$ cat config.mk
export PLATFORM = sky130hd
export DESIGN_NAME = capture_timer
export DESIGN_NICKNAME = d
export VERILOG_FILES = /design/src/rtl/capture_timer_pkg.sv /design/src/rtl/capture_timer_channel.sv /design/src/rtl/capture_timer.sv
export SDC_FILE = /design/constraint.sdc
export NUM_CORES = 1
export LEC_CHECK = 0
export BUFFER_PORTS_ARGS = -buffer_cell sky130_fd_sc_hd__buf_2
export CAP_MARGIN = 20
export CORE_ASPECT_RATIO = 0.8
export CORE_MARGIN = 2
export CORE_UTILIZATION = 40
export DETAILED_ROUTE_END_ITERATION = 7
export PLACE_DENSITY = 0.62
export SETUP_SLACK_MARGIN = 0.05
export SKIP_LAST_GASP = 1
export SLEW_MARGIN = 20
export SYNTH_ARGS = -nofsm -noshare
export SYNTH_HDL_FRONTEND = slang
export SYNTH_SLANG_ARGS = --single-unit
$ cat constraint.sdc
create_clock -name clk_i -period 2 [get_ports clk_i]
set_input_delay 0.4 -clock clk_i [delete_from_list [all_inputs] [get_ports clk_i]]
set_output_delay 0.4 -clock clk_i [all_outputs]
set_load 0.1 [all_outputs]
$ cat src/rtl/capture_timer_pkg.sv
// Shared state encoding and saturation helper for the capture timer channels.
package capture_timer_pkg;

  typedef enum logic [1:0] {
    ST_IDLE = 2'd0,
    ST_RUN  = 2'd1,
    ST_DONE = 2'd2
  } state_t;

  // Largest value representable in a counter of the given width.
  function automatic logic [31:0] cnt_max(input int unsigned width);
    if (width >= 32) return 32'hFFFF_FFFF;
    return (32'd1 << width) - 32'd1;
  endfunction

endpackage

$ cat src/rtl/capture_timer_channel.sv
// One interval-timer channel: counts from a start strobe to the next capture
// strobe, saturating at the counter maximum and latching the result.
module capture_timer_channel
  import capture_timer_pkg::*;
#(
  parameter int CNT_WIDTH = 16
) (
  input  logic                 clk,
  input  logic                 rst_n,
  input  logic                 start,
  input  logic                 capture,
  input  logic                 rst_capture,
  output logic [CNT_WIDTH-1:0] value,
  output logic                 valid,
  output logic                 pulse,
  output logic                 running,
  output logic                 overflow
);

  localparam logic [CNT_WIDTH-1:0] CNT_MAX = CNT_WIDTH'(cnt_max(CNT_WIDTH));

  state_t               state_q, state_d;
  logic [CNT_WIDTH-1:0] count_q, count_d;
  logic [CNT_WIDTH-1:0] value_q, value_d;
  logic                 ovf_q, ovf_d;
  logic                 pulse_q, pulse_d;

  always_ff @(posedge clk or negedge rst_n) begin
    if (!rst_n) begin
      state_q <= ST_IDLE;
      count_q <= '0;
      value_q <= '0;
      ovf_q   <= 1'b0;
      pulse_q <= 1'b0;
    end else begin
      state_q <= state_d;
      count_q <= count_d;
      value_q <= value_d;
      ovf_q   <= ovf_d;
      pulse_q <= pulse_d;
    end
  end

  // Priority is clear, then capture, then start; capture beats a same-cycle start.
  always_comb begin
    state_d = state_q;
    count_d = count_q;
    value_d = value_q;
    ovf_d   = ovf_q;
    pulse_d = 1'b0;
    if (rst_capture) begin
      state_d = ST_IDLE;
      count_d = '0;
      value_d = '0;
      ovf_d   = 1'b0;
    end else begin
      case (state_q)
        ST_IDLE: begin
          if (start) begin
            state_d = ST_RUN;
            count_d = CNT_WIDTH'(1);
            ovf_d   = 1'b0;
          end
        end
        ST_RUN: begin
          if (capture) begin
            state_d = ST_DONE;
            value_d = count_q;
            pulse_d = 1'b1;
          end else if (start) begin
            count_d = CNT_WIDTH'(1);
            ovf_d   = 1'b0;
          end else if (count_q == CNT_MAX) begin
            ovf_d   = 1'b1;
          end else begin
            count_d = count_q + 1'b1;
          end
        end
        ST_DONE: begin
          if (start) begin
            state_d = ST_RUN;
            count_d = CNT_WIDTH'(1);
            ovf_d   = 1'b0;
          end
        end
        default: begin
          state_d = ST_IDLE;
        end
      endcase
    end
  end

  assign value    = value_q;
  assign valid    = (state_q == ST_DONE);
  assign running  = (state_q == ST_RUN);
  assign overflow = ovf_q;
  assign pulse    = pulse_q;

endmodule

$ cat src/rtl/capture_timer.sv
// Multi-channel interval timer: NB_CAPTURES independent start/capture channels
// with packed result, status and strobe outputs.
module capture_timer
  import capture_timer_pkg::*;
#(
  parameter int NB_CAPTURES = 10,
  parameter int CNT_WIDTH   = 16
) (
  input  logic                             clk_i,
  input  logic                             rst_an_i,
  input  logic [NB_CAPTURES-1:0]           start_rise_i,
  input  logic [NB_CAPTURES-1:0]           capture_rise_i,
  input  logic [NB_CAPTURES-1:0]           rst_capture_rise_i,
  output logic [NB_CAPTURES*CNT_WIDTH-1:0] capture_value_o,
  output logic [NB_CAPTURES-1:0]           capture_valid_o,
  output logic [NB_CAPTURES-1:0]           capture_pulse_o,
  output logic [NB_CAPTURES-1:0]           running_o,
  output logic [NB_CAPTURES-1:0]           overflow_o
);

  for (genvar i = 0; i < NB_CAPTURES; i++) begin : g_ch
    capture_timer_channel #(
      .CNT_WIDTH(CNT_WIDTH)
    ) u_channel (
      .clk        (clk_i),
      .rst_n      (rst_an_i),
      .start      (start_rise_i[i]),
      .capture    (capture_rise_i[i]),
      .rst_capture(rst_capture_rise_i[i]),
      .value      (capture_value_o[i*CNT_WIDTH +: CNT_WIDTH]),
      .valid      (capture_valid_o[i]),
      .pulse      (capture_pulse_o[i]),
      .running    (running_o[i]),
      .overflow   (overflow_o[i])
    );
  end

endmodule

* Yosys cells after proc, flatten, opt, wreduce, memory -nomap -nowiden
Cells that the tools add are included.
** Cells by class
- Add/sub/neg operators :: 10
- Mux-type cells :: 220
- Reductions and logical operators :: 90
- Equal/unequal tests :: 80
** Operators by type and width (number)
- two-way mux 16 bit :: 80
- one-hot mux 16 bit (2 select lines) :: 10
- adder 16 x 1 -> 16 bit, second input constant :: 10
- == test 16 bit, second input constant :: 10
- two-way mux 1 bit :: 80
- inequality test 4 bit, second input constant :: 20
- AND reduction 4 bit :: 20
- two-way mux 2 bit :: 30
- inequality test 3 bit, second input constant :: 20
- one-hot mux 2 bit (2 select lines) :: 10
- AND reduction 2 bit :: 20
- nonzero test 2 bit :: 20
- inequality test 3 x 1 -> 1 bit, second input constant :: 10
- nonzero test 3 bit :: 10
- == test 2 x 1 -> 1 bit, second input constant :: 10
- == test 2 bit, second input constant :: 10
- logical NOT 2 bit :: 10
- one-hot mux 1 bit (2 select lines) :: 10
- OR reduction 2 bit :: 10
** Word-level totals
- Output and inout bits :: 200
- Bits of input ports :: 32
- Flip-flop bits (word level) :: 360
- Word-level logic and storage cells :: 450

* Longest topological paths before layout
- Word-level depth :: 6
- Mapped depth :: 9
- Gate-level depth less buffers :: 6

* Hierarchy
From an unflattened synthesis, not the netlist that was laid out.
** Second synthesis, totals
- Cell total of the unflattened synthesis :: 1649
- Area total of the unflattened synthesis :: 17312.9 µm²
** By module, submodules not included
- capture_timer_channel (g_ch[0].u_channel ...) :: area each 1729.2 µm², times used 9, seq. area each 900.9 µm², cells an instance 164
- capture_timer_channel (g_ch[7].u_channel) :: area each 1750.4 µm², times used 1, seq. area each 900.9 µm², cells an instance 173

* Worst setup path before layout
Ideal clock, no wire load.
- Kind :: register to register
- Start point :: register g_ch[3].u_channel.count_q[0]
- End point :: register g_ch[3].u_channel.count_q[14]
- Cell stages (with the launch flop) :: 8
- Setup slack :: 0.005 ns
- Library setup time :: 0.129 ns
- Arrival time :: 1.866 ns
- Path buffers :: 1
- Period minus slack after synthesis :: 1.995 ns
- Required time :: 1.871 ns
- Cell sequence :: dfrtp_1 ha_1 clkbuf_1 inv_1 or4_1 o31a_1 o21ai_0 o41ai_1
** Between the ends
- Longest elaborated chain between the ends :: 6
- Elaborated cells between the ends (all ways) :: 9
- Classes of those cells :: add/sub (1); eq/ne (2); mux (5); reduce/logical (1)
** RTL lines
- start: declaration :: line capture_timer_channel.sv:23 : logic [CNT_WIDTH-1:0] count_q, count_d;
- start signal: assignment :: line capture_timer_channel.sv:37 : count_q <= count_d;
- adder 16 x 1 -> 16 bit :: line capture_timer_channel.sv:76 : count_d = count_q + 1'b1;
- two-way mux 16 bit :: line capture_timer_channel.sv:73 : end else if (count_q == CNT_MAX) begin
- two-way mux 16 bit :: line capture_timer_channel.sv:70 : end else if (start) begin
- two-way mux 16 bit :: line capture_timer_channel.sv:66 : if (capture) begin
- one-hot mux 16 bit (2 select lines) :: line capture_timer_channel.sv:57 : case (state_q)
- two-way mux 16 bit :: line capture_timer_channel.sv:51 : if (rst_capture) begin
Several ways; a longest one is shown, not always the timed one. The select of a mux whose other input is x is not followed.
A chain may end at the register's enable or synchronous reset.

* Worst setup path after layout
- Start point :: register g_ch[7].u_channel.state_q[1]
- End point :: output running_o[7]
** Between the ends
- Longest elaborated chain between the ends :: 1
** RTL lines
- start: declaration :: line capture_timer_channel.sv:22 : state_t state_q, state_d;
- start signal: assignment :: line capture_timer_channel.sv:36 : state_q <= state_d;
- == test 2 x 1 -> 1 bit :: line capture_timer_channel.sv:95 : assign running = (state_q == ST_RUN);
- end: declaration :: line capture_timer.sv:17 : output logic [NB_CAPTURES-1:0] running_o,
No other way between the ends.

==> results.json <==
{
  "status": "finished clean",
  "start_util": 0.407,
  "cts.sinks": 360,
  "drt_iter0_drc": 1101,
  "dpl_worst_slack_ns": -0.0365,
  "skew_ns": 0.0109,
  "synth_area_leaders": "dfrtp_1 53%, a22o_1 8.2%, nand2_1 3.2%, o21ai_0 3.0%, o31ai_1 2.7%",
  "synth_common_cells": "360 x dfrtp_1, 160 x a22o_1, 146 x nand2_1",
  "dp_hpwl_um": 33200,
  "cts_max_path_buffers": 3,
  "num_vias": 15133,
  "antenna_found_initial": 0,
  "die_w_um": 235,
  "antenna_left": 0,
  "crit_chain": "buf_4, nor2b_2, buf_12",
  "cp.arrival_ns": 1.52,
  "instances_no_fill": 2649,
  "multiInputGateArea_mm2": 0.00770,
  "grt_pass1_wl_um": 76100,
  "synth.avg_cell_area_um2": 10.2,
  "drc": 0,
  "core_mm2": 0.0421,
  "hold_path_class": "input port to flip-flop",
  "clock_latency_ns": 0.54,
  "vias_per_cell": 5.71,
  "area_delta_synth_final_pct": 29.3,
  "critPathMaxStageDelay_ns": 0.40,
  "fin_area_mm2": 0.0222,
  "drv_cap": 0,
  "fin_ws_ns": 0.0807,
  "start_kind": "flip-flop",
  "cts_tree": "done",
  "placed_cells": 2559,
  "syn-cell-area_mm2": 0.0171,
  "drive_gt1_frac": 0.307,
  "setup_viol": 0,
  "yosysTopAreaCell": "dfrtp_1",
  "die_area_mm2": 0.0445,
  "synth_cell_types": 78,
  "numCtsBuffers": 40,
  "routed_wl_um": 47200,
  "final_hold_viol_count": 0,
  "ys_warn_count": 0,
  "worstMarginPinSlew_ns": 0.764,
  "h-tree-depth": 2,
  "cp-end-kind": "output port",
  "criticalPathCategory": "flip-flop to output port",
  "cp_num_buf_inv": 2,
  "syn_inst": 1676,
  "power.density_mw_per_mm2": 770,
  "post-route-period-util": 0.960,
  "first_pass_iters": 5,
  "path_delay_family": "flip-flops",
  "rsz0062_at_grt": "yes",
  "fillCellCount": 3752,
  "ys_async_sr_fraction": 1.00,
  "finalNetCount": 2110,
  "cp_slowest_cell": "dfrtp_1",
  "synth_top_area_share": 0.526,
  "synth_nets": 1718,
  "p_leak_nw": 10.4,
  "min_period_ns": 1.92,
  "rows": 67,
  "peakVddDrop_v": 0.000492,
  "die_y_um": 189,
  "clock-root-buffer": "clkbuf_16",
  "ys_ff_latch": 360,
  "ys_seq_area_frac": 0.526,
  "fmax_mhz": 521,
  "place_area_mm2": 0.0201,
  "grt-ovfl-total": 0,
  "cp_data_required_time_ns": 1.60,
  "wire_per_inst_um": 17.8,
  "synth-edff-count": 0,
  "synth_most_common_cell": "dfrtp_1",
  "seq_area_mm2": 0.00902,
  "grt_max_degree": 63,
  "worst-path-max-fanout": 6,
  "io_buffers": 231,
  "max_slew_margin": 0.491,
  "utilization": 0.527,
  "place_congestion": 0.901,
  "diodes": 0,
  "path_clk_slew_ns": 0.06,
  "yosys_most_used_dff": "dfrtp_1",
  "track_usage": 0.206,
  "io_pins": 232,
  "slew_violations": 0,
  "grt_pass1_vias": 14470
}
## cell usage in the layout, fill, tap and decap left out, types with 11 or more instances in the layout
master,netlist,layout
dfrtp_1,360,349
buf_4,41,224
buf_2,20,210
a22o_1,160,160
nand2_1,146,146
nor2_1,106,104
o21ai_0,102,98
a21oi_1,75,72
nand3_1,64,61
o31ai_1,61,60
clkbuf_16,0,41
a31oi_1,37,37
nand4_1,35,35
nor3_1,34,32
o211ai_1,31,31
inv_1,27,27
and3_1,21,21
buf_6,2,21
or3_1,23,20
o21ai_1,17,20
a21o_1,17,17
nor2b_1,33,16
nor2b_2,0,15
o311ai_0,14,13
nand2b_1,12,12
dfrtp_2,0,11
## final timing paths
kind,from,to,slack (ns),cells after the start
setup / recovery,g_ch[7].u_channel.state_q[1],running_o[7],0.08,3
hold / removal,rst_capture_rise_i[9],g_ch[9].u_channel.state_q[1],0.12,2
setup reg to reg,g_ch[0].u_channel.count_q[0],g_ch[0].u_channel.count_q[8],0.13,7
hold reg to reg,g_ch[4].u_channel.value[7],g_ch[4].u_channel.value[7],0.49,1
max in group asynchronous,rst_an_i,g_ch[7].u_channel.state_q[0],0.90,3
min in group asynchronous,rst_an_i,g_ch[5].u_channel.value[1],0.38,2
## kinds of logic (layout without fill, tap and decap cells)
group                      after synthesis  in the layout  share of synthesized area
and+or+nand+nor                        574            575                      0.176
AOI/OAI and AO/OA                      582            582                      0.245
buffers and inverters                  144            564                     0.0430
adders and majority gates               10             10                    0.00730
DFF                                    360            360                      0.526
muxes                                    6              6                    0.00358
## cell type report
cell class	instances	share of cell area
Sequential cell	360	0.407
Tap cell	552	0.0312
Inverter	27	0.00457
Clock inverter	21	0.0158
Multi-Input combinational cell	1173	0.348
Timing Repair Buffer	466	0.143
Clock buffer	50	0.0510
## stage by stage
step / hold WS, ns / setup TNS, ns / power (mW)
after global placement: 0.353 / -0.00624 / 8.84
final: 0.115 / 0 / 17.1
after floorplan: 0.104 / 0 / 8.36
after detailed placement: 0.353 / -0.204 / 8.86
after CTS: 0.0701 / -0.0347 / 17.3
after global routing: 0.106 / -0.00775 / 17.7
## report_power, final
group	total, mW	internal, mW	switching, mW
registers	7.42	7.35	0.0666
logic	1.41	0.429	0.983
clock network	8.23	5.17	3.05
## registers in the layout, summed over array words and instances, names as in the netlist
name	cells
g_ch.u_channel.overflow	10
g_ch.u_channel.count_q	160
g_ch.u_channel.state_q	20
g_ch.u_channel.value	160
g_ch.u_channel.pulse	10
## metal layers
layer / global-route usage / up-vias / wire, um
met5: 0 / - / 0
met4: 0.0639 / 0 / 934
met3: 0.0372 / 69 / 2330
met2: 0.318 / 386 / 21300
met1: 0.296 / 7519 / 22600
li1: - / 7159 / -
## repair_timing
action                                 in CTS  in global routing
setup endpoints to repair                  32                113
pin swaps                                   0                 16
resized for setup                          48                 82
setup buffers                               0                 14
cloned                                      0                  4
endpoints found under the hold margin      35                  0
hold buffers                                1                  0
## worst reg2reg max path: cells and delay by family, from the launching register on
family / cells / cell delay [ns]
flip-flops: 1 / 0.38
buffers and inverters: 1 / 0.17
adder cells (fa/ha/maj): 1 / 0.17
AO/OA/AOI/OAI: 2 / 0.21
AND/OR/NAND/NOR: 3 / 0.81
(Power assumes the default switching activity.)
